## config.mk

```make
export PLATFORM = sky130hd
export DESIGN_NAME = mem_arbiter
export DESIGN_NICKNAME = d
export VERILOG_FILES = /design/src/rtl/mem_arbiter.sv
export SDC_FILE = /design/constraint.sdc
export NUM_CORES = 1
export LEC_CHECK = 0
export ABC_AREA = 0
export CORE_AREA = 2 2 203 205
export DETAILED_ROUTE_END_ITERATION = 10
export DIE_AREA = 0 0 205 207
export PLACE_DENSITY = 0.53
export REMOVE_ABC_BUFFERS = 1
export SLEW_MARGIN = 25
export SYNTH_ARGS = -nofsm -noshare
export SYNTH_HDL_FRONTEND = slang
export SYNTH_SLANG_ARGS = --single-unit
```

## constraint.sdc

```tcl
create_clock -name clk -period 3.2 [get_ports clk]
set_clock_uncertainty 0.05 [all_clocks]
set_input_delay 0.48 -clock clk [delete_from_list [all_inputs] [get_ports clk]]
set_output_delay 0.48 -clock clk [all_outputs]
set_load 0.01 [all_outputs]
```

## src/rtl/mem_arbiter.sv

```systemverilog
// mem_arbiter: shares the single mem_dpi port between the IFU (read-only) and
// the LSU (read/write). One request in flight at a time; each request walks
// IDLE -> WAIT -> ACCESS -> RESP, with WAIT lasting LATENCY cycles (skipped
// when LATENCY=0).
// Build option: define MEM_ARB_RR_EN for round-robin arbitration. Without it,
// fixed priority applies and the LSU wins when both masters request.
module mem_arbiter #(
  parameter int unsigned LATENCY = 0
) (
  input  logic        clk,
  input  logic        rst_n,
  input  logic        if_req_valid,
  output logic        if_req_ready,
  input  logic [31:0] if_req_addr,
  output logic        if_rsp_valid,
  input  logic        if_rsp_ready,
  output logic [31:0] if_rsp_data,
  input  logic        ls_req_valid,
  output logic        ls_req_ready,
  input  logic        ls_req_wen,
  input  logic [31:0] ls_req_addr,
  input  logic [31:0] ls_req_wdata,
  input  logic [7:0]  ls_req_wmask,
  output logic        ls_rsp_valid,
  input  logic        ls_rsp_ready,
  output logic [31:0] ls_rsp_data,
  output logic        mem_valid,
  output logic        mem_wen,
  output logic [31:0] mem_raddr,
  output logic [31:0] mem_waddr,
  output logic [31:0] mem_wdata,
  output logic [7:0]  mem_wmask,
  input  logic [31:0] mem_rdata
);

  typedef enum logic [1:0] {IDLE, WAIT, ACCESS, RESP} state_t;

  state_t      state;
  logic [7:0]  cnt;
  logic [31:0] lat_addr;
  logic [31:0] lat_wdata;
  logic [7:0]  lat_wmask;
  logic        lat_wen;
  logic        lat_ls;

  logic        pick_ls;
  logic        hs;
  logic        go_access;
  logic [31:0] nxt_addr;
  logic [31:0] nxt_wdata;
  logic [7:0]  nxt_wmask;
  logic        nxt_wen;
  logic [31:0] acc_addr;
  logic [31:0] acc_wdata;
  logic [7:0]  acc_wmask;
  logic        acc_wen;

`ifdef MEM_ARB_RR_EN
  logic        last_ls;
`endif

  // Pick the winner among current requesters; ready is offered only in IDLE.
  always_comb begin
`ifdef MEM_ARB_RR_EN
    pick_ls = ls_req_valid && (!if_req_valid || !last_ls);
`else
    pick_ls = ls_req_valid;
`endif
    if_req_ready = rst_n && (state == IDLE) && if_req_valid && !pick_ls;
    ls_req_ready = rst_n && (state == IDLE) && pick_ls;
    hs           = if_req_ready || ls_req_ready;
  end

  // Select the incoming request in IDLE, otherwise the latched one, as the access source.
  always_comb begin
    nxt_wen   = pick_ls && ls_req_wen;
    nxt_addr  = pick_ls ? ls_req_addr : if_req_addr;
    nxt_wdata = nxt_wen ? ls_req_wdata : '0;
    nxt_wmask = nxt_wen ? ls_req_wmask : '0;
    if (state == IDLE) begin
      acc_wen   = nxt_wen;
      acc_addr  = nxt_addr;
      acc_wdata = nxt_wdata;
      acc_wmask = nxt_wmask;
    end else begin
      acc_wen   = lat_wen;
      acc_addr  = lat_addr;
      acc_wdata = lat_wdata;
      acc_wmask = lat_wmask;
    end
    go_access = ((state == IDLE) && hs && (LATENCY == 0)) ||
                ((state == WAIT) && (cnt <= 8'd1));
  end

  // Request FSM; the memory port is loaded only on entry to ACCESS, so mem_valid
  // is high for exactly the single ACCESS cycle.
  always_ff @(posedge clk or negedge rst_n) begin
    if (!rst_n) begin
      state        <= IDLE;
      cnt          <= '0;
      lat_addr     <= '0;
      lat_wdata    <= '0;
      lat_wmask    <= '0;
      lat_wen      <= 1'b0;
      lat_ls       <= 1'b0;
      if_rsp_valid <= 1'b0;
      if_rsp_data  <= '0;
      ls_rsp_valid <= 1'b0;
      ls_rsp_data  <= '0;
      mem_valid    <= 1'b0;
      mem_wen      <= 1'b0;
      mem_raddr    <= '0;
      mem_waddr    <= '0;
      mem_wdata    <= '0;
      mem_wmask    <= '0;
`ifdef MEM_ARB_RR_EN
      last_ls      <= 1'b0;
`endif
    end else begin
      mem_valid <= go_access;
      mem_wen   <= go_access && acc_wen;
      mem_raddr <= go_access ? acc_addr  : '0;
      mem_waddr <= go_access ? acc_addr  : '0;
      mem_wdata <= go_access ? acc_wdata : '0;
      mem_wmask <= go_access ? acc_wmask : '0;
      case (state)
        IDLE: begin
          if (hs) begin
            lat_addr  <= nxt_addr;
            lat_wdata <= nxt_wdata;
            lat_wmask <= nxt_wmask;
            lat_wen   <= nxt_wen;
            lat_ls    <= pick_ls;
`ifdef MEM_ARB_RR_EN
            last_ls   <= pick_ls;
`endif
            if (LATENCY == 0) begin
              state <= ACCESS;
            end else begin
              state <= WAIT;
              cnt   <= LATENCY[7:0];
            end
          end
        end
        WAIT: begin
          if (cnt <= 8'd1) begin
            state <= ACCESS;
            cnt   <= '0;
          end else begin
            cnt <= cnt - 8'd1;
          end
        end
        ACCESS: begin
          if (lat_ls) begin
            ls_rsp_valid <= 1'b1;
            ls_rsp_data  <= lat_wen ? '0 : mem_rdata;
          end else begin
            if_rsp_valid <= 1'b1;
            if_rsp_data  <= mem_rdata;
          end
          state <= RESP;
        end
        RESP: begin
          if (lat_ls ? ls_rsp_ready : if_rsp_ready) begin
            ls_rsp_valid <= 1'b0;
            if_rsp_valid <= 1'b0;
            state        <= IDLE;
          end
        end
        default: state <= IDLE;
      endcase
    end
  end

endmodule
```

==> impl_metrics.json, run 1 <==
{
  "outcome": "finished, final reports clean",
  "first_global_vias": 7529,
  "yosysTopAreaCell": "dfrtp_1",
  "postCtsHoldBufs": 1,
  "rows": 74,
  "clock-root-buffer": "clkbuf_16",
  "ys.warnings.count": 0,
  "drc_errors": 0,
  "crit_required_ns": 2.67,
  "fin_cells": 1659,
  "dpl_worst_slack_ns": 0.529,
  "grt_pass1_wl_mm": 43.4,
  "slew_viol_final": 0,
  "synth_top_area_share_pct": 56.3,
  "grt_usage_pct": 12.8,
  "critical_path.max_fanout": 40,
  "ys.flop_type": "dfrtp_1",
  "gp_congestion": 0.727,
  "synth_common_cells": "224 x dfrtp_1, 105 x mux2i_1, 73 x mux2_2",
  "top_level_ports": 317,
  "hold_viol": 0,
  "ys_seq_elements": 224,
  "cts_tree": "yes",
  "leakagePower_nw": 6.54,
  "nets": 1249,
  "fin_crit_sh_pct": 87.5,
  "clock_path_buffers": 3,
  "io_buffer_count": 316,
  "ctsResizeCount": 0,
  "drive_above_1_share_pct": 15.1,
  "final_area_mm2": 0.0145,
  "worstPathCellList": "dlygate4sd3_1 -> buf_8 -> and3_1 -> clkdlybuf4s50_1",
  "vias": 7216,
  "fmax_mhz": 357,
  "clock_latency_ns": 0.54,
  "tightest_slew_ns": 0.910,
  "synth.most_common_cell": "dfrtp_1",
  "rsz0062_at_grt": "no",
  "overflow": 0,
  "dieArea_mm2": 0.0424,
  "worstSetupEndpointType": "output port",
  "p_per_area_mw_per_mm2": 860,
  "seq_area_frac_synth_pct": 56.3,
  "antenna_found_initial": 1,
  "postRouteAntennaNets": 0,
  "place_inst": 1605,
  "dr.pass1.iters": 4,
  "path_clk_slew_ns": 0.06,
  "vias_per_cell": 4.35,
  "grt_max_degree": 94,
  "cp_slowest_cell": "clkdlybuf4s50_1",
  "worstPathArrival_ns": 2.27,
  "start_util_pct": 24.7,
  "netlist_instances": 837,
  "max_cap_violations": 0,
  "cts_made_buffers": 28,
  "layout_min_cycle_time_ns": 2.80,
  "async_reset_ff_share_pct": 100,
  "reg2reg_slack_ns": 0.54,
  "placed_area_mm2": 0.0134,
  "core-area_mm2": 0.0404,
  "clock-sinks": 224,
  "wire_per_inst_um": 16.6,
  "cpPeakStageDelay_ns": 0.60,
  "die_h_um": 207,
  "dpl.hpwl_mm": 18.4,
  "routed_wl_mm": 27.6,
  "min_path_type": "in2async",
  "final_util_pct": 35.8,
  "htreeDepth": 1,
  "crit_type": "in2out",
  "areaGrowthSynthToFinish_pct": 45.2,
  "synthDistinctLibCells": 37,
  "drtIter0Drc": 268,
  "nFillCells": 4032,
  "tns_ns": 0,
  "worst_slack_ns": 0.398,
  "synth_edf_count": 0,
  "setup_viol": 0,
  "die_width_um": 205,
  "avgSynthCellArea_um2": 11.9,
  "post_cts_buffers": 0,
  "relSlewSlack_pct": 39.3,
  "netlist_area_mm2": 0.00996,
  "crit_path_start_kind": "input pin",
  "peakVddDrop_mv": 0.372,
  "synth_area_leaders": "dfrtp_1 56%, mux2i_1 11%, mux2_2 8.3%"
}
kinds of logic after synthesis:
group / after synthesis / synth area share [%]
AO/OA/AOI/OAI: 127 / 9.10
adder cells (fa/ha/maj): 2 / 0.251
buffers and inverters: 134 / 6.50
flip-flops: 224 / 56.3
multiplexers: 178 / 18.8
AND/OR/NAND/NOR: 172 / 9.06
metrics by stage:
step           hold WS (ns)  power, W
2_1_floorplan         0.134   0.00698
3_3_place_gp          0.339   0.00907
3_5_place_dp          0.335   0.00916
4_1_cts               0.369    0.0126
5_1_grt               0.414    0.0133
6_report              0.403    0.0124
where the power goes:
part | switching (W) | internal [W]
Clock | 0.00129 | 0.00210
Sequential | 0.000606 | 0.00392
Combinational | 0.00206 | 0.00246
Total | 0.00396 | 0.00848
sequential cells by signal (all words and copies together) (netlist names):
signal,cells
if_rsp_data,32
lat_addr,32
lat_wdata,32
ls_rsp_data,32
mem_waddr,32
mem_wdata,32
cnt,8
lat_wmask,8
mem_wmask,8
state,2
if_rsp_valid,1
lat_ls,1
lat_wen,1
ls_rsp_valid,1
mem_valid,1
mem_wen,1
placed cells by master (no fill, tap or decap), types with 2 or more instances in the layout:
| master | synthesis | layout |
|---|---|---|
| a221oi_2 | 20 | 20 |
| nand2_1 | 37 | 37 |
| clkbuf_8 | 0 | 5 |
| mux2_2 | 73 | 73 |
| a31oi_1 | 3 | 3 |
| mux2i_1 | 105 | 105 |
| dfrtp_1 | 224 | 224 |
| nor2_1 | 40 | 39 |
| clkbuf_16 | 0 | 29 |
| clkinv_2 | 0 | 5 |
| clkinvlp_4 | 0 | 5 |
| ha_1 | 2 | 2 |
| clkdlybuf4s50_1 | 0 | 313 |
| nand2b_1 | 33 | 33 |
| and3_1 | 41 | 41 |
| bufinv_16 | 0 | 4 |
| buf_4 | 32 | 16 |
| o31ai_1 | 4 | 4 |
| or4_1 | 3 | 3 |
| a221oi_1 | 12 | 12 |
| o21ai_0 | 39 | 39 |
| nor4_1 | 2 | 2 |
| a21oi_1 | 45 | 45 |
| nor3_1 | 2 | 2 |
| inv_1 | 37 | 37 |
| buf_12 | 0 | 2 |
| or3_1 | 3 | 3 |
| or2_2 | 3 | 3 |
cell type report:
cell class,count,area (µm²),area share [%]
sequential,224,5610,38.8
multi-input combinational,479,3720,25.7
tap,532,666,4.60
clock buffer,35,798,5.52
antenna,1,2.50,0.0173
timing repair buffer,334,3320,23.0
inverter,37,139,0.960
clock inverter,17,211,1.46
worst max-delay path, delay by kind of cell:
kind                   cells  cell delay (ns)
AND/OR/NAND/NOR            1             0.27
buffers and inverters      3             1.50
metal layers:
metal	part of all wire [%]	vias to the layer above	GRT usage, %
met2	43	248	19.5
li1	-	3422	-
met3	7.8	35	3.37
met4	1.9	0	3.35
met5	0	-	0
met1	47	3511	18.0
path summary, 6_finish.rpt:
| check | start | to | cells past startpoint |
|---|---|---|---|
| min in group clk | ls_rsp_data[16] | ls_rsp_data[16] | 2 |
| setup reg to reg | cnt[5] | mem_waddr[31] | 4 |
| setup / recovery | rst_n | ls_req_ready | 4 |
| hold / removal | rst_n | mem_wmask[4] | 2 |
| max in group asynchronous | rst_n | lat_wdata[30] | 3 |
| hold reg to reg | ls_rsp_data[16] | ls_rsp_data[16] | 2 |
Power figures use the tool's default switching activity.
==> inputs of run 2 (changes only) <==
--- a/config.mk
+++ b/config.mk
@@ -6,6 +6,7 @@
 export NUM_CORES = 1
 export LEC_CHECK = 0
 export ABC_AREA = 0
+export CAP_MARGIN = 5
 export CORE_AREA = 2 2 203 205
 export DETAILED_ROUTE_END_ITERATION = 10
 export DIE_AREA = 0 0 205 207
==> results of run 2 <==
No change in the layout: final DEF, timing and power equal those of run 1.
==> inputs of run 3 (changes only) <==
--- a/config.mk
+++ b/config.mk
@@ -11,6 +11,7 @@
 export DETAILED_ROUTE_END_ITERATION = 10
 export DIE_AREA = 0 0 205 207
 export PLACE_DENSITY = 0.53
+export RECOVER_POWER = 100
 export REMOVE_ABC_BUFFERS = 1
 export SLEW_MARGIN = 25
 export SYNTH_ARGS = -nofsm -noshare
==> impl_metrics.json, run 3 (same netlist as run 1, synthesis figures left out) <==
{
  "switchingPower_w": 0.00385,
  "clock_path_buffers": 3,
  "cts_made_buffers": 28,
  "placed_area_mm2": 0.0134,
  "final_area_mm2": 0.0143,
  "clock-root-buffer": "clkbuf_16",
  "nFillCells": 4065,
  "worstSetupEndpointType": "output port",
  "relSlewSlack_pct": -16.8,
  "combPwrFrac_pct": 34.7,
  "crit_end": "ls_req_ready",
  "setup_viol": 0,
  "clock-sinks": 224,
  "overflow": 0,
  "worstPathArrival_ns": 2.33,
  "post_cts_buffers": 0,
  "swShare_pct": 32.0,
  "grt_usage_pct": 12.8,
  "drc_errors": 0,
  "internal_power_w": 0.00819,
  "dpl.hpwl_mm": 18.4,
  "cts_tree": "yes",
  "drive_above_1_share_pct": 13.0,
  "rows": 74,
  "start_util_pct": 24.7,
  "die_width_um": 205,
  "p_per_area_mw_per_mm2": 843,
  "htreeDepth": 1,
  "p_seq_share_pct": 37.3,
  "top_level_ports": 317,
  "grt_max_degree": 94,
  "layout_min_cycle_time_ns": 2.86,
  "clock_latency_ns": 0.54,
  "fin_worst_hold_slack_ns": 0.397,
  "failed_checks": "max-capacitance violations, max-slew violations",
  "max_cap_violations": 2,
  "path_clk_slew_ns": 0.06,
  "total_power_w": 0.0120,
  "p_clk_share_pct": 28.0,
  "drtIter0Drc": 261,
  "slew_viol_final": 138,
  "core-area_mm2": 0.0404,
  "io_buffer_count": 316,
  "wire_per_inst_um": 16.5,
  "reg2reg_slack_ns": 0.40,
  "areaGrowthSynthToFinish_pct": 43.5,
  "vias_per_cell": 4.35,
  "seq_area_mm2": 0.00561,
  "dr.pass1.iters": 4,
  "multi_input_area_mm2": 0.00359,
  "crit_start": "rst_n",
  "ctsResizeCount": 0,
  "grt_pass1_wl_mm": 43.4,
  "outcome": "complete, but fails checks",
  "antenna_found_initial": 1,
  "dieArea_mm2": 0.0424,
  "vias": 7212,
  "reg2reg_from": "cnt[5]",
  "worstRegToRegCells": 4,
  "nets": 1249,
  "fmax_mhz": 350,
  "layout_common_cells": "224 x dfrtp_1, 175 x dlygate4sd3_1, 139 x clkdlybuf4s50_1",
  "leakagePower_nw": 6.95,
  "r2r-end": "mem_waddr[19]",
  "rsz0062_at_grt": "no",
  "routed_wl_mm": 27.5,
  "fin_crit_sh_pct": 89.3,
  "gp_congestion": 0.727,
  "peakVddDrop_mv": 0.368,
  "tightest_slew_ns": 1.75,
  "critical_path.max_fanout": 40,
  "postCtsHoldBufs": 1,
  "crit_path_start_kind": "input pin",
  "first_global_vias": 7529,
  "final_util_pct": 35.4,
  "die_h_um": 207,
  "hold_viol": 0,
  "postRouteAntennaNets": 0,
  "crit_required_ns": 2.67,
  "mostFrequentLayoutCell": "dfrtp_1",
  "min_path_type": "in2async",
  "crit_type": "in2out"
}
==> run 3: power by group through the flow <==
| stage | clock network [W] | logic, W | registers (W) |
|---|---|---|---|
| detailed placement | 0 | 0.00459 | 0.00458 |
| global route | 0.00363 | 0.00463 | 0.00464 |
| global placement | 0 | 0.00452 | 0.00455 |
| floorplan | 0 | 0.00222 | 0.00476 |
| finish | 0.00338 | 0.00417 | 0.00449 |
| CTS | 0.00351 | 0.00460 | 0.00454 |
==> run 3: worst min-delay path by stage <==
stage / startpoint / to / slack (ns) / cells past startpoint
floorplan: rst_n / cnt[0] / 0.13 / 0
global placement: rst_n / lat_wdata[1] / 0.34 / 1
detailed placement: rst_n / state[0] / 0.34 / 1
CTS: rst_n / cnt[7] / 0.37 / 2
global route: rst_n / lat_wdata[13] / 0.41 / 2
finish: rst_n / lat_wdata[13] / 0.40 / 2
==> run 3: per-layer routing <==
layer / up-vias / part of all wire, % / track usage, % / wire [µm]
li1: 3430 / - / - / -
met1: 3501 / 47 / 18.0 / 13000
met2: 247 / 43 / 19.5 / 11800
met3: 34 / 7.7 / 3.37 / 2110
met4: 0 / 1.9 / 3.35 / 529
met5: - / 0 / 0 / 0
==> run 3: layout make-up <==
class	instances	area share (%)
sequential	224	39.2
multi-input combinational	479	25.1
timing repair buffer	334	23.0
clock buffer	35	5.59
tap	532	4.66
clock inverter	17	1.48
inverter	37	0.972
antenna	1	0.0175
==> run 3: worst max-delay path: stages <==
cell and delay, ns:
dlygate4sd3_1 0.59, buf_8 0.30, and3_1 0.27, dlygate4sd3_1 0.67
==> run 3: stage by stage <==
step,cells,worst slack (ns),setup TNS (ns)
after floorplan,740,-14.76,-2156.45
after global placement,1605,0.566,0
after detailed placement,1605,0.529,0
after CTS,1658,0.367,0
after global routing,1658,0.228,0
final,1659,0.344,0
